===== src/rtl/filt_dec_40mhz_pkg.sv =====
// Shared constants for the 40 MHz compatibility-trigger front end.
// Holds the symmetric low-pass coefficient table, scaling and latency figures.
// No logic; imported by the filter channel and the top level.
package filt_dec_40mhz_pkg;

  localparam int ADC_W               = 12;
  localparam int ADC_MAX             = (1 << ADC_W) - 1;
  localparam int COEF_W              = 12;
  localparam int COMPAT_FILT_NTAPS   = 21;
  localparam int COMPAT_FILT_SHIFT   = 11;
  localparam int COMPAT_FILT_LATENCY = 14;
  localparam int COMPAT_FILT_ACC_W   = 26;

  typedef logic signed [COEF_W-1:0] coef_t;
  typedef logic [ADC_W-1:0]         sample_t;
  typedef logic [1:0]               phase_t;

  // Coefficients sum to 2^COMPAT_FILT_SHIFT, so the filter has unity DC gain.
  localparam coef_t COMPAT_FILT_COEF [COMPAT_FILT_NTAPS] = '{
    12'sd5,    12'sd0,    12'sd12,   12'sd22,  12'sd0,   -12'sd61, -12'sd96,
    12'sd0,    12'sd256,  12'sd551,  12'sd670, 12'sd551, 12'sd256, 12'sd0,
    -12'sd96,  -12'sd61,  12'sd0,    12'sd22,  12'sd12,  12'sd0,   12'sd5
  };

endpackage


===== src/rtl/filt_dec_40mhz_chan.sv =====
// One channel of the 21-tap symmetric FIR: delay line, pre-add, multiply, 2-level adder tree, round/clip.
// Latency: sample registered at edge n is the centre tap of the sum held after edge n+14.
// No backpressure: the pipeline advances every clock; round/clip is combinational off the sum register.
module fir21_chan
  import filt_dec_40mhz_pkg::*;
#(
  parameter int NTAPS      = COMPAT_FILT_NTAPS,
  parameter int COEF_SHIFT = COMPAT_FILT_SHIFT,
  parameter int ACC_W      = COMPAT_FILT_ACC_W
) (
  input  logic             clk_i,
  input  logic             rst_i,
  input  logic [ADC_W-1:0] adc_i,
  output logic [ADC_W-1:0] y_o,
  output logic             ovf_o,
  output logic [ADC_W-1:0] raw_o
);

  localparam int HALF  = NTAPS / 2;
  localparam int NPROD = HALF + 1;
  localparam int GRP   = 4;
  localparam int NGRP  = (NPROD + GRP - 1) / GRP;
  localparam int NPAD  = NGRP * GRP;
  localparam int PRE_W = ADC_W + 2;
  localparam int RAW_STAGES = 4;

  logic [ADC_W-1:0]        tap_q  [NTAPS];
  logic signed [PRE_W-1:0] pre_q  [NPROD];
  logic signed [ACC_W-1:0] prod_d [NPAD];
  logic signed [ACC_W-1:0] prod_q [NPAD];
  logic signed [ACC_W-1:0] grp_d  [NGRP];
  logic signed [ACC_W-1:0] grp_q  [NGRP];
  logic signed [ACC_W-1:0] sum_d;
  logic signed [ACC_W-1:0] sum_q;
  logic [ADC_W-1:0]        raw_q  [RAW_STAGES];
  logic signed [ACC_W:0]   rnd;

  // S0: shift the new sample into the head of the delay line
  always_ff @(posedge clk_i) begin
    if (rst_i) begin
      for (int i = 0; i < NTAPS; i++) tap_q[i] <= '0;
    end else begin
      tap_q[0] <= adc_i;
      for (int i = 1; i < NTAPS; i++) tap_q[i] <= tap_q[i-1];
    end
  end

  // S1: fold symmetric tap pairs; the centre tap passes through unpaired
  always_ff @(posedge clk_i) begin
    if (rst_i) begin
      for (int k = 0; k < NPROD; k++) pre_q[k] <= '0;
    end else begin
      for (int k = 0; k < HALF; k++)
        pre_q[k] <= PRE_W'(tap_q[k]) + PRE_W'(tap_q[NTAPS-1-k]);
      pre_q[HALF] <= PRE_W'(tap_q[HALF]);
    end
  end

  // S2 products; zero coefficients and the padding slots stay constant zero so synthesis drops them
  always_comb begin
    for (int k = 0; k < NPAD; k++) prod_d[k] = '0;
    for (int k = 0; k < NPROD; k++) begin
      if (COMPAT_FILT_COEF[k] != '0)
        prod_d[k] = ACC_W'(pre_q[k]) * ACC_W'(COMPAT_FILT_COEF[k]);
    end
  end

  // S2: register the products
  always_ff @(posedge clk_i) begin
    if (rst_i) begin
      for (int k = 0; k < NPAD; k++) prod_q[k] <= '0;
    end else begin
      for (int k = 0; k < NPAD; k++) prod_q[k] <= prod_d[k];
    end
  end

  // First adder level: groups of four products
  always_comb begin
    for (int g = 0; g < NGRP; g++) begin
      grp_d[g] = '0;
      for (int i = 0; i < GRP; i++) grp_d[g] = grp_d[g] + prod_q[g*GRP+i];
    end
  end

  // Second adder level: combine the group sums
  always_comb begin
    sum_d = '0;
    for (int g = 0; g < NGRP; g++) sum_d = sum_d + grp_q[g];
  end

  // S3/S4: registered adder tree
  always_ff @(posedge clk_i) begin
    if (rst_i) begin
      for (int g = 0; g < NGRP; g++) grp_q[g] <= '0;
      sum_q <= '0;
    end else begin
      for (int g = 0; g < NGRP; g++) grp_q[g] <= grp_d[g];
      sum_q <= sum_d;
    end
  end

  // Carry the raw centre-tap sample alongside S1..S4 so bypass has the same latency as the filter
  always_ff @(posedge clk_i) begin
    if (rst_i) begin
      for (int i = 0; i < RAW_STAGES; i++) raw_q[i] <= '0;
    end else begin
      raw_q[0] <= tap_q[HALF];
      for (int i = 1; i < RAW_STAGES; i++) raw_q[i] <= raw_q[i-1];
    end
  end

  // Round half up, arithmetic shift, then clip into the unsigned ADC range
  always_comb begin
    rnd   = ((ACC_W+1)'(sum_q) + (ACC_W+1)'(1 << (COEF_SHIFT-1))) >>> COEF_SHIFT;
    y_o   = rnd[ADC_W-1:0];
    ovf_o = 1'b0;
    if (rnd[ACC_W]) begin
      y_o   = '0;
      ovf_o = 1'b1;
    end else if (rnd[ACC_W-1:ADC_W] != '0) begin
      y_o   = '1;
      ovf_o = 1'b1;
    end
  end

  assign raw_o = raw_q[RAW_STAGES-1];

endmodule


===== src/rtl/filt_dec_40mhz.sv =====
// 40 MHz trigger front end: three FIR channels decimated by 3, plus the shared ENABLE40 phase count.
// Latency: filter result for a sample is in the channel sum 14 edges later; captured on the next wrap to phase 0.
// No backpressure: outputs are held between captures; SYNC forces an early wrap (capture on its first cycle only).
module filt_dec_40mhz
  import filt_dec_40mhz_pkg::*;
#(
  parameter int NTAPS      = COMPAT_FILT_NTAPS,
  parameter int COEF_SHIFT = COMPAT_FILT_SHIFT,
  parameter int ACC_W      = COMPAT_FILT_ACC_W
) (
  input  logic             CLK120,
  input  logic             RESET,
  input  logic             SYNC,
  input  logic             BYPASS,
  input  logic [ADC_W-1:0] ADC0,
  input  logic [ADC_W-1:0] ADC1,
  input  logic [ADC_W-1:0] ADC2,
  output logic [1:0]       ENABLE40,
  output logic [ADC_W-1:0] ADC0_FILT,
  output logic [ADC_W-1:0] ADC1_FILT,
  output logic [ADC_W-1:0] ADC2_FILT,
  output logic [2:0]       OVF
);

  localparam int NCH = 3;
  localparam phase_t PHASE_LAST = 2'd2;

  logic [ADC_W-1:0] adc    [NCH];
  logic [ADC_W-1:0] y      [NCH];
  logic [ADC_W-1:0] raw    [NCH];
  logic [NCH-1:0]   ovf_c;
  logic [ADC_W-1:0] filt_q [NCH];
  logic [NCH-1:0]   ovf_q;
  phase_t           phase_q;
  phase_t           phase_d;
  logic             sync_q;
  logic             capture;

  assign adc[0] = ADC0;
  assign adc[1] = ADC1;
  assign adc[2] = ADC2;

  for (genvar c = 0; c < NCH; c++) begin : g_chan
    fir21_chan #(
      .NTAPS      (NTAPS),
      .COEF_SHIFT (COEF_SHIFT),
      .ACC_W      (ACC_W)
    ) u_chan (
      .clk_i (CLK120),
      .rst_i (RESET),
      .adc_i (adc[c]),
      .y_o   (y[c]),
      .ovf_o (ovf_c[c]),
      .raw_o (raw[c])
    );
  end

  // Next phase and capture strobe: natural 2->0 wrap, or the first cycle of a SYNC assertion
  always_comb begin
    phase_d = phase_q + 2'd1;
    if (SYNC || phase_q == PHASE_LAST) phase_d = '0;
    capture = (phase_q == PHASE_LAST) || (SYNC && !sync_q);
  end

  // Phase counter and output capture; BYPASS is sampled at the capture edge itself
  always_ff @(posedge CLK120) begin
    if (RESET) begin
      phase_q <= '0;
      sync_q  <= 1'b0;
      ovf_q   <= '0;
      for (int c = 0; c < NCH; c++) filt_q[c] <= '0;
    end else begin
      phase_q <= phase_d;
      sync_q  <= SYNC;
      if (capture) begin
        for (int c = 0; c < NCH; c++) begin
          filt_q[c] <= BYPASS ? raw[c] : y[c];
          ovf_q[c]  <= !BYPASS && ovf_c[c];
        end
      end
    end
  end

  assign ENABLE40  = phase_q;
  assign ADC0_FILT = filt_q[0];
  assign ADC1_FILT = filt_q[1];
  assign ADC2_FILT = filt_q[2];
  assign OVF       = ovf_q;

endmodule


===== config.mk =====
export PLATFORM = sky130hd
export DESIGN_NAME = filt_dec_40mhz
export DESIGN_NICKNAME = d
export VERILOG_FILES = /design/src/rtl/filt_dec_40mhz_pkg.sv /design/src/rtl/filt_dec_40mhz_chan.sv /design/src/rtl/filt_dec_40mhz.sv
export SDC_FILE = /design/constraint.sdc
export NUM_CORES = 2
export LEC_CHECK = 0
export CAP_MARGIN = 5
export CORE_UTILIZATION = 58
export DETAILED_ROUTE_END_ITERATION = 8
export PLACE_DENSITY = 0.86
export SLEW_MARGIN = 15
export SYNTH_ARGS = -nofsm -noshare
export SYNTH_HDL_FRONTEND = slang
export SYNTH_HIERARCHICAL = 1
export SYNTH_SLANG_ARGS = --single-unit

===== constraint.sdc =====
create_clock -name CLK120 -period 4.6 [get_ports CLK120]
set_input_delay 0.69 -clock CLK120 [delete_from_list [all_inputs] [get_ports CLK120]]
set_output_delay 0.69 -clock CLK120 [all_outputs]
set_load 0.02 [all_outputs]

== Word-level counts from Yosys, hierarchy flattened ==
Memories as Yosys holds them, arrays and structs flattened.
Index checks and enable logic that the tools add are counted.
Operators by class
  add/subtract/negate cells: 67
  multipliers: 21
  eq/ne operators: 1
  mux-type cells: 177
  bitwise logic cells: 156
  reduce and logical (&&, ||, !) cells: 12
Operators by type and width (count)
  26-bit 2-to-1 mux: 45
  12-bit 2-to-1 mux: 87
  26-bit adder: 33
  13-bit 2-to-1 mux: 33
  12-bit by 12-bit adder with 13-bit output: 30
  1-bit OR: 156
  14-bit by 3-bit multiplier with 17-bit output, second input constant: 6
  26-bit by 12-bit adder with 27-bit output, second input constant: 3
  14-bit by 11-bit multiplier with 25-bit output, second input constant: 3
  14-bit by 10-bit multiplier with 24-bit output, second input constant: 3
  14-bit by 7-bit multiplier with 21-bit output, second input constant: 3
  14-bit by 5-bit multiplier with 19-bit output, second input constant: 3
  14-bit by 4-bit multiplier with 18-bit output, second input constant: 3
  14-bit nonzero test: 3
  1-bit 2-to-1 mux: 12
  1-bit logical AND: 4
  2-bit by 1-bit adder with 2-bit output, second input constant: 1
  2-bit equality test, second input constant: 1
  1-bit logical NOT: 2
  1-bit logical OR: 2
  2-bit OR reduction: 1
Storage, ports and cells
  register bits after elaboration: 84
  RAM bits: 2535
  word-level logic and storage cells: 456
  memories kept: 16
Memory list
  g_chan[0].u_chan.prod_q: words 12, width 26, rd ports 12, clocked after memory_dff 0, write ports 12, line filt_dec_40mhz_chan.sv:30  | logic signed [ACC_W-1:0] prod_q [NPAD];
  g_chan[1].u_chan.prod_q: words 12, width 26, rd ports 12, clocked after memory_dff 0, write ports 12, line filt_dec_40mhz_chan.sv:30
  g_chan[2].u_chan.prod_q: words 12, width 26, rd ports 12, clocked after memory_dff 0, write ports 12, line filt_dec_40mhz_chan.sv:30
  g_chan[0].u_chan.tap_q: words 21, width 12, rd ports 21, clocked after memory_dff 0, write ports 21, line filt_dec_40mhz_chan.sv:27  | logic [ADC_W-1:0] tap_q [NTAPS];
  g_chan[1].u_chan.tap_q: words 21, width 12, rd ports 21, clocked after memory_dff 0, write ports 21, line filt_dec_40mhz_chan.sv:27
  g_chan[2].u_chan.tap_q: words 21, width 12, rd ports 21, clocked after memory_dff 0, write ports 21, line filt_dec_40mhz_chan.sv:27
  10 more memories

== Longest topological paths before layout ==
  depth after elaboration: 7
  gate-level depth with buffers: 18
  depth with buffers taken out: 18

== Modules after synthesis ==
The synthesis kept the hierarchy.
Modules (own cells, without submodules)
  fir21_chan (g_chan[1].u_chan): instances 1, cells an instance 3286, area an instance 31908.1 um2, sequential area each 11451.0 um2
  fir21_chan (g_chan[2].u_chan): instances 1, cells an instance 3241, area an instance 31768.0 um2, sequential area each 11451.0 um2
  fir21_chan (g_chan[0].u_chan): instances 1, cells an instance 3177, area an instance 31377.6 um2, sequential area each 11451.0 um2
  filt_dec_40mhz: instances 1, cells an instance 136, area an instance 1883.1 um2, sequential area each 1201.2 um2

== Worst setup path before layout ==
No wires, ideal clock.
  path type: flip-flop to flip-flop
  from: memory g_chan[1].u_chan.tap_q[11][9] (netlist: g_chan[1].u_chan/tap_q[2][45])
  to: memory g_chan[1].u_chan/prod_q[2][71] (netlist bit)
  setup time: 134 ps
  arrival: 4647 ps
  path slack: -181 ps
  cell stages (with the launch flop): 16
  path buffers: 0
  period minus slack after synthesis: 4781 ps
  cells stage by stage: dfxtp_1 -> fa_1 -> ha_1 -> fa_1 -> inv_1 -> fa_1 -> fa_1 -> inv_1 -> ha_1 -> a21oi_1 -> o21bai_1 -> a21o_1 -> a21o_1 -> a221oi_2 -> nor4b_1 -> or4_1
RTL lines (line)
  from (decl): filt_dec_40mhz_chan.sv:27
  to (decl): filt_dec_40mhz_chan.sv:30

==> reports/summary.log <==
[run_status] result of the run complete, no violations
[power_and_ir_drop] maximum resistive drop on vdd 0.403 mV
[global_routing] vias in the first global route 70650
[synthesis] proportion of register bits with asynchronous set or reset after synthesis 0%
[drt] routed via count 68612
[floorplanning] Die Area 169000 um^2
[drt] Met3 Wirelength 11500 um
[floorplanning] top-level port count 81
[cts] number of buffers on the longest clock path 3
[drt] number of nets still failing antenna checks after routing 0
[sta] headroom to the max-slew limit 26.2%
[critical_path] launch point of the critical path g_chan[2].u_chan/tap_q[2][43]$_SDFF_PP0_
[place] Port Buffer Count 80
[drt] routed length per instance 18.4 um
[global_routing] total congestion overflow 0
[global_routing] initial antenna violation count 10
[synthesis] mean instance size in the synthesized netlist 9.85 um^2
[finish] Synth-to-Final Area Change 10.6%
[cts] total number of clock tree sinks 1758
[sta] final critical-path share of the clock period 98.1%
[cts] Clk pin slew, worst setup/hold paths 60 ps
[drt] Iteration-0 DRC Markers 4405
[synthesis] top cell type's share of synthesized area 35.6%
[critical_path] required time of the critical path 5310 ps
[power_and_ir_drop] Pleak 51.8 nW
[drt] DR pass1 iterations 6
[floorplanning] die height 411 um
[sta] fmax 222 MHz
[cts] buffer type at the clock tree root sky130_fd_sc_hd__clkbuf_16
[drt] met2 wirelength from detailed routing 107000 um
[finish] Nets 11794
[finish] Filler cells 12187
[critical_path] maximum single-stage delay on the critical path 490 ps
[finish] share of cells above drive strength 1 6.22%
[drt] wire length the detailed router placed on met1 98100 um
[global_routing] all-layer global routing usage 26.6%
[critical_path] Critical-path top delay cell sky130_fd_sc_hd__fa_1
[place] detailed-placement wirelength estimate 170000 um
[critical_path] nature of the critical path startpoint flip-flop
[place] gpl congestion 0.926
[sta] endpoints failing setup 0
[drt] total DRC errors in the routed layout 0
[sta] RSZ-0062 raised after global routing true
[job] number of maximum-capacitance constraint violations 0
[cts] CTS H-tree lvls 4
[sta] Final Hold Fails 0
[power_and_ir_drop] power consumption 32.7 mW
[critical_path] Most common cell on crit path sky130_fd_sc_hd__fa_1
[floorplanning] core box area 165000 um^2
[synthesis] FF+latch count, synth 1758
[sta] Sum Neg Setup Slack 0 ps
[synthesis] warnings from Yosys 6
[power_and_ir_drop] power density relative to cell area 305 nW/um^2
[cts] clock insertion delay at the later pin of the skew report 850 ps
[critical_path] type of element capturing the critical path flip-flop
[critical_path] crit path cell chain fa_1 -> ha_1 -> inv_1 -> fa_1 -> inv_1 -> fa_1 -> inv_1 -> fa_1 -> inv_2 -> ha_4 -> a2111oi_4 -> o21ai_2 -> a41oi_2 -> o21bai_2 -> a221oi_2 -> mux2_1
[cts] TritonCTS clock tree done
[drt] top metal layer carrying routed signals met5
[synthesis] count of flip-flops with a built-in enable after synthesis 36
[floorplanning] width of the chip 411 um
[synthesis] Mapped Nets 11695
[drt] final routed wirelength across all metal layers 226000 um
[global_routing] largest net degree at the start of global routing 197
[synthesis] most used standard cells in the synthesized netlist sky130_fd_sc_hd__dfxtp_1 (1722), sky130_fd_sc_hd__ha_1 (1407), sky130_fd_sc_hd__nor2b_1 (999)
[global_routing] first-pass GRT wire length 363000 um
[sta] clock skew 38.1 ps
[synthesis] leading cell types by total area after synthesis sky130_fd_sc_hd__dfxtp_1 (36%), sky130_fd_sc_hd__ha_1 (18%), sky130_fd_sc_hd__fa_1 (8.4%)
[sta] worst hold margin 275 ps
[floorplanning] Cell Rows 149
[drt] post-detailed-route via-to-cell ratio 5.59
[critical_path] worst setup path class reg -> reg
[worst_hold_path] worst hold-check path type in -> reg
[sta] min Tclk post-route 4510 ps
[critical_path] endpoint of the lowest-slack register-to-register path g_chan[2].u_chan/prod_q[2][69]$_SDFF_PP0_
[critical_path] worst reg-to-reg setup slack 90 ps
[synthesis] cell with the most instances after synthesis sky130_fd_sc_hd__dfxtp_1
[critical_path] data arrival time of the worst path 5220 ps
[critical_path] capturing element of the worst setup path g_chan[2].u_chan/prod_q[2][69]$_SDFF_PP0_
[sta] number of slew-limit violations in the final report 0
[synthesis] mapped cell area 96900 um^2
[cts] number of buffers created by CTS 179
[synthesis] synthesized netlist cell count 9840
[synthesis] most frequently used flop master after synthesis sky130_fd_sc_hd__dfxtp_1
[critical_path] Reg-to-Reg Start g_chan[2].u_chan/tap_q[2][43]$_SDFF_PP0_
[synthesis] area leader, netlist sky130_fd_sc_hd__dfxtp_1
[sta] transition time at the pin with the least slew margin 1100 ps
[critical_path] maximum fanout along the worst path 4
[critical_path] FF-to-FF path depth 16
[synthesis] sequential cell area fraction in the yosys report 36.7%
[synthesis] number of different library cells in the post-synthesis netlist 103
[floorplanning] starting density of the core 58.6%
per-stage QoR:
stage | util [%] | instances | cell area [um^2] | setup slack (ps)
after global routing | 64.8 | 12273 | 107000 | -144
after global placement | 60.6 | 11932 | 100000 | -164
after floorplan | - | 9840 | 96900 | 4.56
after detailed placement | 60.6 | 11932 | 100000 | -246
after CTS | 64.6 | 12268 | 107000 | -12.5
final | 64.8 | 12274 | 107000 | 88.0
cell usage in the layout (no fill, tap or decap), types with 214 or more instances in the layout:
cell	count
sky130_fd_sc_hd__a21o_1	254
sky130_fd_sc_hd__a21oi_1	452
sky130_fd_sc_hd__dfxtp_1	1704
sky130_fd_sc_hd__fa_1	402
sky130_fd_sc_hd__ha_1	1386
sky130_fd_sc_hd__inv_1	863
sky130_fd_sc_hd__nand2_1	283
sky130_fd_sc_hd__nor2_1	973
sky130_fd_sc_hd__nor2b_1	998
sky130_fd_sc_hd__nor3_1	214
sky130_fd_sc_hd__o21ai_0	241
sky130_fd_sc_hd__xnor2_1	280
sky130_fd_sc_hd__xor2_1	216
per-layer routing:
metal	GRT usage, %	vias up
li1	-	33369
met1	33.7	32966
met5	0	-
met4	10.5	4
met2	45.5	1779
met3	3.86	494
worst min-delay path by stage:
stage                                                      to  cells after the start  slack [ps]                                       from
floorplan            g_chan[1].u_chan/tap_q[2][45]$_SDFF_PP0_                      1         410   g_chan[1].u_chan/tap_q[2][33]$_SDFF_PP0_
global placement     g_chan[0].u_chan/tap_q[0][35]$_SDFF_PP0_                      1         420   g_chan[0].u_chan/tap_q[0][23]$_SDFF_PP0_
detailed placement   g_chan[1].u_chan/grp_q[0][28]$_SDFF_PP0_                      1         420  g_chan[1].u_chan/prod_q[1][28]$_SDFF_PP0_
CTS                   g_chan[1].u_chan/tap_q[0][9]$_SDFF_PP0_                      2         240                                      RESET
global route        g_chan[2].u_chan/prod_q[0][86]$_SDFF_PP0_                      2         290                                      RESET
finish               g_chan[2].u_chan/prod_q[0][1]$_SDFF_PP0_                      2         280                                      RESET
area by class of cell:
cell class / instances / area, um^2 / area share [%]
multi-input combinational: 6934 / 57400 / 53.6
sequential: 1758 / 35600 / 33.2
clock buffer: 230 / 5030 / 4.69
inverter: 879 / 3300 / 3.08
tap: 2189 / 2740 / 2.55
timing repair buffer: 187 / 1740 / 1.62
clock inverter: 96 / 1370 / 1.28
antenna: 1 / 2.50 / 0.00233
state kept, by name, indices dropped and copies added, names as in the netlist:
register,count
g_chan.u_chan/tap_q,675
g_chan.u_chan/prod_q,431
g_chan.u_chan/pre_q,275
g_chan.u_chan/grp_q,210
g_chan.u_chan/raw_q,77
g_chan.u_chan/sum_q,48
filt_q,36
OVF,3
ENABLE40,2
sync_q,1
kinds of logic (layout without fill, tap and decap cells):
logic type / after synthesis / in the layout / share of synthesized area (%)
mux: 95 / 95 / 1.07
simple gates: 2863 / 2863 / 15.0
xor+xnor: 496 / 496 / 4.48
buf+inv: 1148 / 1392 / 4.63
compound gates: 1665 / 1665 / 11.6
flops: 1758 / 1758 / 36.7
fa+ha+maj: 1815 / 1815 / 26.6
other cells: 0 / 1 / 0
repair_timing:
item	CTS	global route
endpoints found under the setup margin	14	25
resized for setup	35	80
pin swaps	21	73
gates cloned	0	0
setup buffers	10	7
hold buffers	0	0
power by group:
part           total (mW)  internal, mW  switching (mW)  leakage (nW)
sequential           15.7          15.5           0.157          14.3
clock                15.6          9.25            6.34          3.13
combinational        1.43         0.534           0.892          34.4
worst max-delay path, delay by kind of cell, from the launching register on:
family	cells	cell delay, ps
flip-flops	1	360
multiplexers	1	340
AO/OA/AOI/OAI	5	1120
buffers and inverters	4	190
adder cells (fa/ha/maj)	6	2410
Power figures use the tool's default switching activity.
